File: src/rtl/axi_read_engine_pkg.sv
// Shared constants and FSM state type for the AXI read engine.
// Error checking is compiled in with AXI_RD_ERR_CHECK_EN.
package axi_read_engine_pkg;

    localparam int AXI_DATA_W = 512;
    localparam int AXI_ADDR_W = 64;

    localparam logic [2:0] ARSIZE_64B = 3'd6;
    localparam logic [1:0] BURST_INCR = 2'b01;
    localparam logic [1:0] RESP_OKAY  = 2'b00;

    typedef enum logic [1:0] {
        IDLE,
        ADDR,
        HOLD
    } state_t;

endpackage

File: src/rtl/burst_len_fifo.sv
// Synchronous FIFO holding the arlen of every burst still awaiting rlast.
// Full/empty flags; push ignored when full, pop ignored when empty.
module burst_len_fifo #(
    parameter int DEPTH = 8,
    parameter int WIDTH = 8
) (
    input  logic             clk,
    input  logic             rst_n,
    input  logic             push,
    input  logic [WIDTH-1:0] push_data,
    input  logic             pop,
    output logic [WIDTH-1:0] pop_data,
    output logic             full,
    output logic             empty
);

    localparam int PW = (DEPTH > 1) ? $clog2(DEPTH) : 1;
    localparam int CW = $clog2(DEPTH + 1);
    localparam logic [PW-1:0] LAST = PW'(DEPTH - 1);

    logic [WIDTH-1:0] mem [DEPTH];
    logic [PW-1:0]    wr_ptr;
    logic [PW-1:0]    rd_ptr;
    logic [CW-1:0]    count;
    logic             do_push;
    logic             do_pop;

    assign full     = (count == CW'(DEPTH));
    assign empty    = (count == '0);
    assign do_push  = push && !full;
    assign do_pop   = pop && !empty;
    assign pop_data = mem[rd_ptr];

    always_ff @(posedge clk) begin
        if (do_push) begin
            mem[wr_ptr] <= push_data;
        end
    end

    always_ff @(posedge clk) begin
        if (!rst_n) begin
            wr_ptr <= '0;
            rd_ptr <= '0;
            count  <= '0;
        end else begin
            if (do_push) begin
                wr_ptr <= (wr_ptr == LAST) ? '0 : wr_ptr + 1'b1;
            end
            if (do_pop) begin
                rd_ptr <= (rd_ptr == LAST) ? '0 : rd_ptr + 1'b1;
            end
            unique case ({do_push, do_pop})
                2'b10:   count <= count + 1'b1;
                2'b01:   count <= count - 1'b1;
                default: count <= count;
            endcase
        end
    end

endmodule

File: src/rtl/axi_read_engine.sv
// AXI4 read-burst issuer with pass-through R stream and outstanding tracking.
// Define AXI_RD_ERR_CHECK_EN to build the protocol/alignment error checker.
module axi_read_engine
    import axi_read_engine_pkg::*;
#(
    parameter int MAX_OUTSTANDING = 8,
    parameter int ID_WIDTH        = 4
) (
    input  logic                  clk,
    input  logic                  rst_n,
    input  logic                  rd_req,
    input  logic [7:0]            rd_len,
    input  logic [AXI_ADDR_W-1:0] rd_address,
    output logic                  rd_req_ack,
    output logic                  m_axi_arvalid,
    input  logic                  m_axi_arready,
    output logic [AXI_ADDR_W-1:0] m_axi_araddr,
    output logic [7:0]            m_axi_arlen,
    output logic [2:0]            m_axi_arsize,
    output logic [1:0]            m_axi_arburst,
    output logic [ID_WIDTH-1:0]   m_axi_arid,
    input  logic                  m_axi_rvalid,
    output logic                  m_axi_rready,
    input  logic [AXI_DATA_W-1:0] m_axi_rdata,
    input  logic [1:0]            m_axi_rresp,
    input  logic                  m_axi_rlast,
    output logic [AXI_DATA_W-1:0] rd_data,
    output logic                  rd_data_valid,
    input  logic                  rd_data_ready,
    output logic                  rd_axi_last,
    output logic                  busy,
    output logic                  err
);

    localparam int OW = $clog2(MAX_OUTSTANDING + 1);
    localparam logic [OW-1:0] MAX_CNT = OW'(MAX_OUTSTANDING);

    state_t          state;
    state_t          state_next;
    logic [OW-1:0]   outstanding;
    logic [7:0]      beat_cnt;
    logic [7:0]      head_len;
    logic            fifo_full;
    logic            fifo_empty;
    logic            accept;
    logic            ar_hs;
    logic            r_hs;
    logic            rlast_hs;
    logic            dec;

    assign ar_hs    = m_axi_arvalid && m_axi_arready;
    assign r_hs     = m_axi_rvalid && rd_data_ready;
    assign rlast_hs = r_hs && m_axi_rlast;
    assign dec      = rlast_hs && (outstanding != '0);
    assign accept   = (state == IDLE) && rd_req &&
                      (outstanding < MAX_CNT) && !fifo_full;

    assign m_axi_arsize  = ARSIZE_64B;
    assign m_axi_arburst = BURST_INCR;
    assign m_axi_arid    = '0;

    assign m_axi_rready  = rd_data_ready;
    assign rd_data       = m_axi_rdata;
    assign rd_data_valid = m_axi_rvalid;
    assign rd_axi_last   = rlast_hs;

    assign busy = (state != IDLE) || (outstanding != '0);

    always_ff @(posedge clk) begin
        if (!rst_n) begin
            state <= IDLE;
        end else begin
            state <= state_next;
        end
    end

    // Ack is combinational with the AR handshake so the requester's
    // drop of rd_req lands in HOLD, where it is ignored.
    always_comb begin
        state_next    = state;
        m_axi_arvalid = 1'b0;
        rd_req_ack    = 1'b0;
        unique case (state)
            IDLE: begin
                if (accept) begin
                    state_next = ADDR;
                end
            end
            ADDR: begin
                m_axi_arvalid = 1'b1;
                if (m_axi_arready) begin
                    rd_req_ack = 1'b1;
                    state_next = HOLD;
                end
            end
            HOLD:    state_next = IDLE;
            default: state_next = IDLE;
        endcase
    end

    always_ff @(posedge clk) begin
        if (!rst_n) begin
            m_axi_araddr <= '0;
            m_axi_arlen  <= '0;
        end else if (accept) begin
            m_axi_araddr <= rd_address;
            m_axi_arlen  <= rd_len;
        end
    end

    always_ff @(posedge clk) begin
        if (!rst_n) begin
            outstanding <= '0;
        end else begin
            unique case ({ar_hs, dec})
                2'b10:   outstanding <= outstanding + 1'b1;
                2'b01:   outstanding <= outstanding - 1'b1;
                default: outstanding <= outstanding;
            endcase
        end
    end

    // Beats arriving with no tracked burst (e.g. after reset) are not counted.
    always_ff @(posedge clk) begin
        if (!rst_n) begin
            beat_cnt <= '0;
        end else if (r_hs && !fifo_empty) begin
            beat_cnt <= m_axi_rlast ? 8'd0 : beat_cnt + 8'd1;
        end
    end

    burst_len_fifo #(
        .DEPTH (MAX_OUTSTANDING),
        .WIDTH (8)
    ) u_len_fifo (
        .clk       (clk),
        .rst_n     (rst_n),
        .push      (ar_hs),
        .push_data (m_axi_arlen),
        .pop       (rlast_hs),
        .pop_data  (head_len),
        .full      (fifo_full),
        .empty     (fifo_empty)
    );

`ifdef AXI_RD_ERR_CHECK_EN
    logic        err_q;
    logic        err_set;
    logic        tracked;
    logic [14:0] span_end;

    assign tracked  = r_hs && !fifo_empty;
    assign span_end = {3'b0, rd_address[11:0]} +
                      {({1'b0, rd_len} + 9'd1), 6'b0};

    always_comb begin
        err_set = 1'b0;
        if (r_hs && (m_axi_rresp != RESP_OKAY)) begin
            err_set = 1'b1;
        end
        if (tracked && m_axi_rlast && (beat_cnt != head_len)) begin
            err_set = 1'b1;
        end
        if (tracked && !m_axi_rlast && (beat_cnt == head_len)) begin
            err_set = 1'b1;
        end
        if (accept && (rd_address[5:0] != 6'd0)) begin
            err_set = 1'b1;
        end
        if (accept && (span_end > 15'd4096)) begin
            err_set = 1'b1;
        end
    end

    always_ff @(posedge clk) begin
        if (!rst_n) begin
            err_q <= 1'b0;
        end else if (err_set) begin
            err_q <= 1'b1;
        end
    end

    assign err = err_q;
`else
    logic unused_chk;
    assign unused_chk = ^{m_axi_rresp, head_len};
    assign err        = 1'b0;
`endif

endmodule

File: config.mk
export PLATFORM = sky130hd
export DESIGN_NAME = axi_read_engine
export DESIGN_NICKNAME = d
export VERILOG_FILES = /design/src/rtl/axi_read_engine_pkg.sv /design/src/rtl/burst_len_fifo.sv /design/src/rtl/axi_read_engine.sv
export SDC_FILE = /design/constraint.sdc
export NUM_CORES = 1
export LEC_CHECK = 0
export ABC_AREA = 1
export CAP_MARGIN = 20
export CORE_AREA = 3 3 468 470
export DETAILED_ROUTE_END_ITERATION = 7
export DIE_AREA = 0 0 471 473
export PLACE_DENSITY_LB_ADDON = 0.12
export SLEW_MARGIN = 20
export SYNTH_ARGS = -nofsm -noshare
export SYNTH_HDL_FRONTEND = slang
export SYNTH_SLANG_ARGS = --single-unit
File: constraint.sdc
create_clock -name clk -period 2.39 [get_ports clk]
set_input_delay 0.478 -clock clk [delete_from_list [all_inputs] [get_ports clk]]
set_output_delay 0.478 -clock clk [all_outputs]
set_load 0.02 [all_outputs]
# Yosys cells after proc, flatten, opt, wreduce, memory -nomap -nowiden

Index checks and enable logic that the tools add are counted.

Mux-type cells: 8
Multiply operators: 0
Order comparisons: 1
Shift-type cells: 0
Reduce and logical (&&, ||, !) cells: 19
Divide/modulo/power cells: 0
Equality and inequality tests: 8
Bitwise gates (word level): 0
Add/sub/neg operators: 4

Operators by type and width:

| cell                                                                | number |
|---|---|
| 4-bit one-hot mux with 2 select lines                               | 2 |
| 1-bit logical AND                                                   | 9 |
| 4-bit by 1-bit adder with 4-bit output (second input constant)      | 2 |
| 4-bit by 1-bit subtractor with 4-bit output (second input constant) | 2 |
| 2-bit by 1-bit == test with 1-bit output (second input constant)    | 3 |
| 2-bit nonzero test                                                  | 3 |
| 2-bit == test (second input constant)                               | 2 |
| 4-bit == test (second input constant)                               | 1 |
| 4-bit zero test                                                     | 1 |
| 4-bit less-than comparator (second input constant)                  | 1 |
| 2-bit two-way mux                                                   | 2 |
| 2-bit inequality test (second input constant)                       | 2 |
| 2-bit one-hot mux with 2 select lines                               | 1 |
| 4-bit nonzero test                                                  | 1 |
| 1-bit two-way mux                                                   | 3 |
| 1-bit zero test                                                     | 2 |
| 2-bit zero test                                                     | 1 |
| 2-bit AND reduction                                                 | 1 |
| 1-bit logical OR                                                    | 1 |

RAM bits: 0
Bits in read-only memories: 0
Logic and storage cells: 45
Bits of input ports: 593
Bits in registers: 82
Memories kept: 0
Latch bits: 0

# Logic depth before layout (Yosys ltp)

Depth after elaboration: 6
Mapped depth: 15
Gate-level depth less buffers: 15

# Modules after synthesis

From an unflattened synthesis, not the netlist that was laid out.

Cells, all modules: 1171
Area total of the unflattened synthesis: 10047.1 sq um

Modules (own cells, without submodules):

| module          | times used | area an instance (sq um) | cells an instance |
|---|---|---|---|
| axi_read_engine | 1          | 6842.8                   | 899 |
| burst_len_fifo  | 1          | 3204.3                   | 272 |

# Worst setup path after synthesis

Ideal clock, no wire load.

Kind: register -> register
Start: register state[0]
End: register u_len_fifo.count[2]
Buffers on the path: 0
Path slack: 200 ps
Data arrival time: 2075 ps
Library setup time: 115 ps
Cell stages (with the launch flop): 15
Period minus slack after synthesis: 2190 ps
Cells stage by stage: dfxtp_1 -> inv_2 -> nor2_1 -> nand2_1 -> inv_1 -> nand2_1 -> ha_1 -> nand2_1 -> inv_1 -> nor2_1 -> ha_1 -> a21oi_1 -> xnor2_1 -> o21ai_0 -> inv_1

Word-level cells in the longest chain between the ends: 6

RTL lines:

| what                                                                               | line                  | source |
|---|---|---|
| start: declaration                                                                 | axi_read_engine.sv:38 | `state_t state;` |
| start signal: assignment                                                           | axi_read_engine.sv:73 | `state <= state_next;` |
| 2-bit by 1-bit == test with 1-bit output *                                         | axi_read_engine.sv:83 | `unique case (state)` |
| 1-bit two-way mux *                                                                | axi_read_engine.sv:83 |  |
| via m_axi_arvalid                                                                  | axi_read_engine.sv:15 | `output logic m_axi_arvalid,` |
| 1-bit logical AND *                                                                | axi_read_engine.sv:51 | `assign ar_hs = m_axi_arvalid && m_axi_arready;` |
| 1-bit logical AND *                                                                | burst_len_fifo.sv:30  | `assign do_push = push && !full;` |
| 2-bit by 1-bit == test with 1-bit output / 2-bit == test (equally long branches)   | burst_len_fifo.sv:52  | `unique case ({do_push, do_pop})` |
| 4-bit one-hot mux with 2 select lines / 2-bit nonzero test (equally long branches) | n/a                   |  |
| end signal: assignment                                                             | burst_len_fifo.sv:53  | `2'b10: count <= count + 1'b1;` |
| end signal: assignment                                                             | burst_len_fifo.sv:54  | `2'b01: count <= count - 1'b1;` |
| end signal: assignment                                                             | burst_len_fifo.sv:55  | `default: count <= count;` |
| end: declaration                                                                   | burst_len_fifo.sv:24  | `logic [CW-1:0] count;` |

The timed path passes the listed nets; every way through them passes the cells marked *.
A chain may end at the register's enable or synchronous reset.

# Worst setup path after layout

Start: input port rd_data_ready
End: register outstanding[2]

Word-level cells in the longest chain between the ends: 5

RTL lines:

| what                                                                               | line                   | source |
|---|---|---|
| start: declaration                                                                 | axi_read_engine.sv:29  | `input logic rd_data_ready,` |
| 1-bit logical AND *                                                                | axi_read_engine.sv:52  | `assign r_hs = m_axi_rvalid && rd_data_ready;` |
| 1-bit logical AND *                                                                | axi_read_engine.sv:53  | `assign rlast_hs = r_hs && m_axi_rlast;` |
| 1-bit logical AND *                                                                | axi_read_engine.sv:54  | `assign dec = rlast_hs && (outstanding != '0);` |
| 2-bit by 1-bit == test with 1-bit output / 2-bit == test (equally long branches)   | axi_read_engine.sv:115 | `unique case ({ar_hs, dec})` |
| 4-bit one-hot mux with 2 select lines / 2-bit nonzero test (equally long branches) | n/a                    |  |
| end signal: assignment                                                             | axi_read_engine.sv:116 | `2'b10: outstanding <= outstanding + 1'b1;` |
| end signal: assignment                                                             | axi_read_engine.sv:117 | `2'b01: outstanding <= outstanding - 1'b1;` |
| end signal: assignment                                                             | axi_read_engine.sv:118 | `default: outstanding <= outstanding;` |
| end: declaration                                                                   | axi_read_engine.sv:40  | `logic [OW-1:0] outstanding;` |

Every way passes the cells marked *; elsewhere a longest branch is shown, timed or not.

==> results by group <==
Synth
  – Complex-gate fraction of the synthesized area: 6.22%
  – Mapped Area: 7140 um^2
  – Seq/Total Area, Yosys: 23.0%
  – Post-synth top cells: buf_4 (529), nor2_1 (157), dfxtp_1 (82)
  – Post-Synth Simple-Gate Area: 10.1%
  – Post-synthesis register bit count: 82
  – Share of synthesized registers carrying an async set or reset: 0%
  – Gate Count Post-Synth: 940
  – Mux share of post-synthesis cell area: 0%
  – Combinational family with the most area after synthesis: buffers and inverters
  – Adder-cell share of the synthesized area: under 10%
  – Most area-consuming cells after synthesis: buf_4 (56%), dfxtp_1 (23%), nor2_1 (8.3%)
  – Synth cell types: 21
  – Area leader, netlist: buf_4
  – Post-synthesis xor/xnor area fraction: 0.613%
  – Most frequent cell after synthesis: buf_4
  – Share of the synthesized area in the top cell type: 55.6%
  – Top_reg_cell synth: dfxtp_1
  – Warnings from Yosys: 0
  – Post-Syn Area per Cell: roughly 7.6 um^2
  – Post-synth EDFFs: 0

Floorplan
  – Core Area: roughly 210000 um^2
  – I/O Pins: 1193
  – Row Count: 170
  – Die W: 471 um
  – Die area: 223000 um^2
  – Die height: 473 um
  – Initial Util: 3.32%

Timing
  – Skew final: ~0.017 ns
  – Fmax: roughly 440 MHz
  – RSZ-0062 raised after global routing: no
  – Final setup viols: 0
  – Period utilization: between 90 and 100%
  – Hold Fails Final Rpt: 0
  – Slew Limit Fails: 0
  – Fin crit period: between 2 and 2.5 ns
  – Worst Max-Slew Pin Slew: 0.594 ns
  – Hold_ws: 0.484 ns
  – Slew margin rel.: 60.0%

Hold path
  – Hold WC Path Type: flip-flop to flip-flop

Critical path
  – Crit path from: rd_data_ready
  – Data required, critical path: around 2.7 ns
  – Reg2reg start: outstanding[3]
  – CP arrival: 2.60 ns
  – Worst flop-to-flop path endpoint: outstanding[2]
  – Worst setup EP type: flip-flop
  – Worst Path Max Fanout: 4
  – Setup crit end: outstanding[2]
  – R2r setup slk: between 0.4 and 0.5 ns
  – WS Path Type: input pin to flip-flop
  – Worst r2r path cells: 11
  – Worst setup SP type: input pin

GRT
  – Largest net degree at the start of global routing: 42
  – First-pass GRT wire length: 86700 um
  – Gr usage total: under 10%
  – Overflow after GRT: 0
  – Initial antenna violation count: 6
  – Vias in the first global route: 4605

Clocking
  – H-tree levels: 3
  – Buffers from clock root to sink, at most: 2
  – Reg clk slew, reported paths: 0.09 ns
  – Clock insertion delay at the later pin of the skew report: 0.42 ns
  – Sink Count: 82
  – Number of buffers created by CTS: 9
  – CTS tree: yes
  – Root buffer cell: clkbuf_16

Route
  – Vias per inst: roughly 1.2
  – WL/cell: 22.4 um
  – Post-Route WL: 76800 um
  – Antenna-violating nets left: 0
  – DR DRC count: 0
  – Initial DRC Count: 122
  – Vias: roughly 4300
  – Drt pass-1 iters: 5

Placed design
  – RePlAce Congestion: 0.673
  – DP Wirelength: 69900 um
  – I/O Buffers: 156

Layout
  – Layout cell share with drive strength beyond 1: 8.25%
  – Area Overhead vs Synth: 22.5%
  – Fillers: roughly 26000
  – Nets@finish: 1188
  – Finished Core Util: under 10%

Power and ir drop
  – Worst VDD drop: 0.355 mV
  – PD cells: between 500 and 600 nW/um^2
  – Leakage Power: 2.23 nW

Run
  – Max Cap Violations: 0

Outcome
  – Status: finished clean
-- state kept, by name (all words and copies together) (netlist names) --
register and cells:
u_len_fifo.count 4, state 2, outstanding 4, m_axi_arlen 8, m_axi_araddr 64
-- cells in the final DEF (no fill, tap or decap), types with 10 or more instances in the layout --
cell | synthesis | layout
nand2_1 | 18 | 17
o21ai_0 | 56 | 56
conb_1 | 2 | 10
o21ai_1 | 23 | 23
nor2_1 | 157 | 157
clkdlybuf4s50_1 | 0 | 150
buf_4 | 529 | 17
inv_1 | 20 | 20
dfxtp_1 | 82 | 82
-- how the worst min path moves through the flow --
stage / to / depth (start not counted) / slack, ns / startpoint
global placement: m_axi_araddr[42] / 2 / 0.46 / m_axi_araddr[42]
detailed placement: m_axi_araddr[57] / 2 / 0.47 / m_axi_araddr[57]
global route: m_axi_araddr[27] / 2 / 0.51 / m_axi_araddr[27]
finish: m_axi_araddr[12] / 2 / 0.48 / m_axi_araddr[12]
CTS: m_axi_araddr[12] / 2 / 0.49 / m_axi_araddr[12]
floorplan: u_len_fifo.count[1] / 2 / 0.49 / u_len_fifo.count[1]
-- repair_timing --
item,4_1_cts,5_1_grt
hold endpoints to repair,0,0
buffers inserted,0,0
resized for setup,1,1
hold buffers,0,0
setup endpoints to repair,1,1
-- critical path, stage by stage --
cell and delay (ns):
clkdlybuf4s50_1 0.49, nand3_1 0.23, buf_4 0.23, nor2_1 0.13
ha_1 0.22, nand2_1 0.07, inv_1 0.07, nor2_1 0.05
ha_1 0.17, a21oi_1 0.15, xnor2_1 0.09, o21ai_0 0.15
inv_1 0.05
-- layout make-up --
class,instances,area (um^2),share of cell area (%)
Antenna cell,1,2.50,0.0286
Clock buffer,9,225,2.57
Clock inverter,7,76.3,0.873
Inverter,24,97.6,1.12
Multi-Input combinational cell,295,1340,15.3
Sequential cell,82,1640,18.8
Tap cell,2838,3550,40.6
Timing Repair Buffer,177,1820,20.8
-- where the power goes --
part | internal (mW) | total (mW) | switching (mW)
combinational | 0.724 | 1.67 | 0.947
sequential | 1.58 | 1.71 | 0.124
clock | 0.820 | 1.66 | 0.843
-- logic make-up after synthesis --
group           after synthesis
simple gates                186
fa+ha+maj                     6
flops                        82
xor+xnor                      5
buf+inv                     571
compound gates               88
other cells                   2
-- through the flow --
stage	cell area, um^2	setup TNS (ns)	std cells	power (mW)	worst slack [ns]
after floorplan	7170	0	948	3.81	0.200
final	8750	0	3433	5.04	0.107
after CTS	8740	0	3432	5.31	0.108
after detailed placement	8440	-1.57	3416	3.47	-0.337
after global placement	8440	-1.88	3416	3.47	-0.408
after global routing	8750	0	3433	5.45	0.0144
-- metal layers --
metal	share of wire, %	wire (um)	vias up	track usage (%)
met3	36	27700	293	11.1
met1	14	11000	1618	2.66
li1	-	-	1655	-
met5	0	0	-	0
met4	8.5	6540	0	5.46
met2	41	31500	687	9.57
No activity file was read; power rests on OpenSTA's default activity.
